--- config.mk ---
export PLATFORM = sky130hd
export DESIGN_NAME = mem_stage
export DESIGN_NICKNAME = d
export VERILOG_FILES = /design/src/rtl/pipeline_pkg.sv /design/src/rtl/mem_lane_align.sv /design/src/rtl/mem_stage.sv
export SDC_FILE = /design/constraint.sdc
export NUM_CORES = 1
export LEC_CHECK = 0
export CORE_AREA = 5 5 264 266
export CTS_CLUSTER_DIAMETER = 100
export DETAILED_ROUTE_END_ITERATION = 8
export DIE_AREA = 0 0 269 271
export PLACE_DENSITY = 0.43
export SKIP_CTS_REPAIR_TIMING = 1
export SYNTH_ARGS = -nofsm -noshare
export SYNTH_HDL_FRONTEND = slang
export SYNTH_HIERARCHICAL = 1
export SYNTH_SLANG_ARGS = --single-unit
export TNS_END_PERCENT = 20
--- constraint.sdc ---
create_clock -name clk -period 2.86 [get_ports clk]
set_input_delay 0.429 -clock clk [delete_from_list [all_inputs] [get_ports clk]]
set_output_delay 0.429 -clock clk [all_outputs]
set_load 0.05 [all_outputs]
--- src/rtl/pipeline_pkg.sv ---
// Shared pipeline types, constants and helpers for the MEM stage and its lane aligner.
// The misaligned-access trap is selected by defining MEM_MISALIGN_TRAP_EN.
package pipeline_pkg;

    localparam int DATA_WIDTH = 64;
    localparam int RF_SIZE    = 5;

    localparam int IDX_RS1 = 0;
    localparam int IDX_RS2 = 1;
    localparam int IDX_RD  = 2;

    localparam logic [2:0] F3_B  = 3'b000;
    localparam logic [2:0] F3_H  = 3'b001;
    localparam logic [2:0] F3_W  = 3'b010;
    localparam logic [2:0] F3_D  = 3'b011;
    localparam logic [2:0] F3_BU = 3'b100;
    localparam logic [2:0] F3_HU = 3'b101;
    localparam logic [2:0] F3_WU = 3'b110;

    typedef enum logic [1:0] {
        IDLE     = 2'd0,
        REQ      = 2'd1,
        WAIT_RSP = 2'd2
    } mem_state_t;

    typedef struct packed {
        logic                           enable;
        logic [DATA_WIDTH-1:0]          PC;
        logic [DATA_WIDTH-1:0]          PC_Next;
        logic [2:0][RF_SIZE-1:0]        RegIdx;
        logic                           Reg_WEn;
        logic                           Mem_REn;
        logic                           Mem_WEn;
        logic [2:0]                     Detail;
        logic [DATA_WIDTH-1:0]          ALU_Result;
        logic [DATA_WIDTH-1:0]          Store_Data;
    } EXMEM_Pipe_t;

    typedef struct packed {
        logic                           enable;
        logic [DATA_WIDTH-1:0]          PC;
        logic [DATA_WIDTH-1:0]          PC_Next;
        logic [RF_SIZE-1:0]             RD_Addr;
        logic                           Reg_WEn;
        logic                           Mem_REn;
        logic [DATA_WIDTH-1:0]          WB_Data;
    } MEMWB_Pipe_Out_t;

    // Detail[1:0] encodes the access size; 111 falls into the doubleword case.
    function automatic logic [7:0] size_mask(input logic [2:0] detail);
        case (detail[1:0])
            2'b00:   return 8'h01;
            2'b01:   return 8'h03;
            2'b10:   return 8'h0F;
            default: return 8'hFF;
        endcase
    endfunction

    function automatic logic is_misaligned(input logic [2:0] detail, input logic [2:0] offset);
        case (detail[1:0])
            2'b00:   return 1'b0;
            2'b01:   return offset[0];
            2'b10:   return |offset[1:0];
            default: return |offset;
        endcase
    endfunction

endpackage

--- src/rtl/mem_lane_align.sv ---
// Combinational byte-lane steering: store data/strobe placement and load shift/extension.
// Lanes past byte 7 are dropped by truncation; nothing wraps into the next word.
module mem_lane_align
    import pipeline_pkg::*;
(
    input  logic [2:0]            detail,
    input  logic [2:0]            offset,
    input  logic [DATA_WIDTH-1:0] store_data,
    input  logic [DATA_WIDTH-1:0] rdata,
    output logic [7:0]            wstrb,
    output logic [DATA_WIDTH-1:0] wdata,
    output logic [DATA_WIDTH-1:0] load_data
);

    logic [5:0]            bit_shift;
    logic [DATA_WIDTH-1:0] shifted;

    assign bit_shift = {offset, 3'b000};
    assign wstrb     = size_mask(detail) << offset;
    assign wdata     = store_data << bit_shift;
    assign shifted   = rdata >> bit_shift;

    always_comb begin
        load_data = shifted;
        case (detail)
            F3_B:    load_data = {{56{shifted[7]}},  shifted[7:0]};
            F3_H:    load_data = {{48{shifted[15]}}, shifted[15:0]};
            F3_W:    load_data = {{32{shifted[31]}}, shifted[31:0]};
            F3_BU:   load_data = {56'b0, shifted[7:0]};
            F3_HU:   load_data = {48'b0, shifted[15:0]};
            F3_WU:   load_data = {32'b0, shifted[31:0]};
            default: load_data = shifted;
        endcase
    end

endmodule

--- src/rtl/mem_stage.sv ---
// Pipeline MEM stage: issues loads/stores on a valid/grant/response port and registers MEM->WB.
// Define MEM_MISALIGN_TRAP_EN to trap size-misaligned accesses instead of issuing them.
module mem_stage
    import pipeline_pkg::*;
(
    input  logic                  clk,
    input  logic                  rst_n,
    input  EXMEM_Pipe_t           ex_mem_i,
    output logic                  stall_o,
    output MEMWB_Pipe_Out_t       mem_wb_o,
    output logic                  dmem_req_o,
    input  logic                  dmem_gnt_i,
    output logic [DATA_WIDTH-1:0] dmem_addr_o,
    output logic                  dmem_we_o,
    output logic [DATA_WIDTH-1:0] dmem_wdata_o,
    output logic [7:0]            dmem_wstrb_o,
    input  logic                  dmem_rvalid_i,
    input  logic [DATA_WIDTH-1:0] dmem_rdata_i,
    output logic                  mem_misalign_o
);

    mem_state_t            state, state_next;
    logic                  mem_op;
    logic                  trap;
    logic                  issue;
    logic [7:0]            lane_wstrb;
    logic [DATA_WIDTH-1:0] lane_wdata;
    logic [DATA_WIDTH-1:0] load_data;
    logic                  unused_bits;

    assign mem_op = ex_mem_i.enable & (ex_mem_i.Mem_REn | ex_mem_i.Mem_WEn);

`ifdef MEM_MISALIGN_TRAP_EN
    assign trap = mem_op & is_misaligned(ex_mem_i.Detail, ex_mem_i.ALU_Result[2:0]);
`else
    assign trap = 1'b0;
`endif

    // Gated by rst_n so the bus stays quiet while reset is held.
    assign issue = rst_n & (state == IDLE) & mem_op & ~trap;

    assign unused_bits = ^{ex_mem_i.RegIdx[IDX_RS1], ex_mem_i.RegIdx[IDX_RS2]};

    mem_lane_align u_align (
        .detail     (ex_mem_i.Detail),
        .offset     (ex_mem_i.ALU_Result[2:0]),
        .store_data (ex_mem_i.Store_Data),
        .rdata      (dmem_rdata_i),
        .wstrb      (lane_wstrb),
        .wdata      (lane_wdata),
        .load_data  (load_data)
    );

    always_ff @(posedge clk or negedge rst_n) begin
        if (!rst_n) state <= IDLE;
        else        state <= state_next;
    end

    // An rvalid coinciding with the grant is only ever seen outside WAIT_RSP, so it is ignored.
    always_comb begin
        state_next = state;
        case (state)
            IDLE:     if (issue) state_next = dmem_gnt_i ? WAIT_RSP : REQ;
            REQ:      if (dmem_gnt_i) state_next = WAIT_RSP;
            WAIT_RSP: if (dmem_rvalid_i) state_next = IDLE;
            default:  state_next = IDLE;
        endcase
    end

    always_comb begin
        dmem_req_o   = issue | (rst_n & (state == REQ));
        stall_o      = dmem_req_o | (rst_n & (state == WAIT_RSP) & ~dmem_rvalid_i);
        dmem_we_o    = dmem_req_o & ex_mem_i.Mem_WEn;
        dmem_addr_o  = '0;
        dmem_wstrb_o = '0;
        dmem_wdata_o = '0;
        if (dmem_req_o) begin
            dmem_addr_o  = {ex_mem_i.ALU_Result[DATA_WIDTH-1:3], 3'b000};
            dmem_wstrb_o = lane_wstrb;
        end
        if (dmem_we_o) dmem_wdata_o = lane_wdata;
    end

    always_ff @(posedge clk or negedge rst_n) begin
        if (!rst_n) begin
            mem_wb_o <= '0;
        end else if (stall_o) begin
            mem_wb_o.enable <= 1'b0;
        end else if (state == WAIT_RSP) begin
            // Response cycle: the held EX/MEM bundle still describes the access.
            mem_wb_o.enable  <= 1'b1;
            mem_wb_o.PC      <= ex_mem_i.PC;
            mem_wb_o.PC_Next <= ex_mem_i.PC_Next;
            mem_wb_o.RD_Addr <= ex_mem_i.RegIdx[IDX_RD];
            if (ex_mem_i.Mem_WEn) begin
                mem_wb_o.Reg_WEn <= 1'b0;
                mem_wb_o.Mem_REn <= 1'b0;
                mem_wb_o.WB_Data <= '0;
            end else begin
                mem_wb_o.Reg_WEn <= ex_mem_i.Reg_WEn;
                mem_wb_o.Mem_REn <= 1'b1;
                mem_wb_o.WB_Data <= load_data;
            end
        end else if (!ex_mem_i.enable) begin
            mem_wb_o.enable  <= 1'b0;
            mem_wb_o.Reg_WEn <= 1'b0;
        end else begin
            mem_wb_o.enable  <= 1'b1;
            mem_wb_o.PC      <= ex_mem_i.PC;
            mem_wb_o.PC_Next <= ex_mem_i.PC_Next;
            mem_wb_o.RD_Addr <= ex_mem_i.RegIdx[IDX_RD];
            mem_wb_o.Reg_WEn <= ex_mem_i.Reg_WEn & ~trap;
            mem_wb_o.Mem_REn <= ex_mem_i.Mem_REn;
            mem_wb_o.WB_Data <= trap ? '0 : ex_mem_i.ALU_Result;
        end
    end

`ifdef MEM_MISALIGN_TRAP_EN
    always_ff @(posedge clk or negedge rst_n) begin
        if (!rst_n) mem_misalign_o <= 1'b0;
        else        mem_misalign_o <= (state == IDLE) & trap;
    end
`else
    assign mem_misalign_o = 1'b0;
`endif

endmodule
==> metrics.csv <==
metric;value;unit
CTS sink count;202;
Peak supply drop;0.4384;mV
first drt pass iteration count;5;
relative slew slack;0.3657;
Final min period;2.689;ns
switching share of power;0.4248;
detailed placement HPWL;59430;um
Pint;0.008449;W
area leader, netlist;dfrtp_1;
Filler Cell Count;6704;
Clock power frac;0.237;
WL final;72630;um
CTS tree;built;
Die Y;271;um
Synth top area share;0.3654;
core area;66800;um2
max-slew violations;0;
met1 wire length;30690;um
vias in the first global route;13350;
antenna-violating nets left;0;
CP arrival;2.26;ns
unrepaired setup endpoints after global routing;no;
synthesized flop and latch total;202;
met3 routed WL;4612;um
synth-to-layout area growth;73.93;%
layout cell share with drive strength beyond 1;0.2085;
Vias;13210;
Via density;4.481;
commonest non-fill, non-tap cells in the layout;clkdlybuf4s50_1, dfrtp_1, nand2_1;
largest net degree at the start of global routing;150;
GRT Total Usage;0.1880;
top post-synthesis cells by area;dfrtp_1, mux2_2, mux2i_1;
distinct cell type count after synthesis;47;
worst slack at placement;0.06508;ns
Leak Pwr;9.925;nW
Worst Setup SP;rst_n;
GP Congestion;0.8505;
Skew-Pair Late Insertion Delay;0.54;ns
final worst slack;0.1712;ns
most common cell after layout, fill and taps aside;clkdlybuf4s50_1;
first-pass GRT wire length;101900;um
clk slew on worst S/H paths;0.06;ns
startpoint types;primary input;
Psw;0.006241;W
total of warnings raised by yosys;6;
Max clock buf depth;3;
initial antenna violation count;16;
area of the multi-input gates;7926;um2
critical path type;primary input to output pin;
Nets;2389;
met2 wire length;35830;um
max-capacitance violation count;0;
register area;5055;um2
mapped cell area;13830;um2
GRT overflow;0;
highest metal used;met5;
IO Pins;686;
number of enable flip-flop cells after synthesis;0;
async set-or-reset flop fraction in the synthesized netlist;1.000;
critical hold path startpoint;ex_mem_i[66];
Cells after Synth;1390;
Avg Inst Size Synth;9.951;um2
Gate power share;0.502;
status;completed;
share of power burned in registers;0.262;
Starting Density;0.2071;
final setup violation count;0;
CTS buffer count;26;
CP max FO;65;
commonest register cell after synthesis;dfrtp_1;
per-cell routed wire length;24.63;um
Hold Crit Class;primary input to flop;
Pwr per Cell Area;610.6;nW/um2
Die W;269;um
DRC Markers;0;
Clock Skew;0.02219;ns
port bufs;671;
fmax;371.9;MHz
FP Rows;95;
final setup TNS;0;ns
CP Data Required Time;2.43;ns
die area;72900;um2
Slew @ Worst Pin;0.9515;ns
fin crit share;0.9402;
RR Startpoint;state[0];
H-Tree Depth;1;
Clock Tree Root;clkbuf_16;
post-synthesis sequential area ratio;0.3654;
Detailed Route Iter0 Violations;804;
final hold viol count;0;
Crit. End Element;output pin;
-- per-layer routing --
layer / track usage / vias up
met5: 0 / -
li1: - / 6233
met1: 0.2431 / 6470
met4: 0.04399 / 6
met2: 0.3186 / 432
met3: 0.04325 / 72
-- power by group through the flow --
stage               Combinational, W  Sequential, W  Clock (W)
floorplan                    0.00192        0.00620          0
global placement             0.00742        0.00387          0
detailed placement           0.00743        0.00389          0
CTS                          0.00745        0.00385    0.00359
global route                 0.00769        0.00393    0.00368
finish                       0.00737        0.00385    0.00347
-- sequential cells by signal (all words and copies together), names as in the netlist --
signal,count
state,2
mem_wb_o,200
-- area by class of cell --
cell class                      instances  area share
Timing Repair Buffer                  756      0.3751
Multi-Input combinational cell       1051      0.3295
Sequential cell                       202      0.2101
Tap cell                              873     0.04540
Clock buffer                           33     0.03068
Clock inverter                         14    0.006865
Antenna cell                           14    0.001456
Inverter                                6   0.0009361
-- kinds of logic (layout without fill, tap and decap cells) --
family	after synthesis	in the layout	share of synthesized area
simple gates	458	458	0.1627
mux	380	380	0.3156
compound gates	209	209	0.09190
flops	202	202	0.3654
buf+inv	140	809	0.06404
other cells	1	18	0.0002711
-- Yosys cell counts (24+ instances only) --
cell type and count:
a21oi_1 30, and2_1 141, buf_2 38, buf_4 25
buf_6 24, clkbuf_1 40, dfrtp_1 202, mux2_1 100
mux2_2 129, mux2i_1 129, nand2_1 182, nand4_1 25
nor2_1 65, o21ai_0 107
-- critical path: stages --
cell	delay, ns
dlygate4sd3_1	0.57
buf_8	0.18
o2111a_1	0.32
buf_12	0.27
and2_1	0.26
buf_12	0.16
-- final timing paths --
kind                              endpoint  slack (ns)  cells past startpoint
setup / recovery           dmem_wdata_o[0]        0.17                      6
hold / removal                 mem_wb_o[2]        0.39                      4
setup reg to reg              mem_wb_o[87]        0.51                      6
hold reg to reg              mem_wb_o[118]        0.48                      1
max in group asynchronous    mem_wb_o[166]        1.03                      4
min in group asynchronous     mem_wb_o[65]        0.53                      3
-- per-stage QoR --
stage                     utilization  hold slack, ns  instance area, um2  total power [W]  std cells
final                          0.3601          0.3932               24060          0.01469       2949
after global routing           0.3599          0.4594               24040          0.01530       2943
after detailed placement       0.3456          0.3572               23090          0.01132       2886
after global placement         0.3456          0.3624               23090          0.01129       2886
after floorplan                     -          0.1334               13840         0.008120       1393
after CTS                      0.3592         -0.2268               23990          0.01489       2933
No activity file was read; power rests on OpenSTA's default activity.
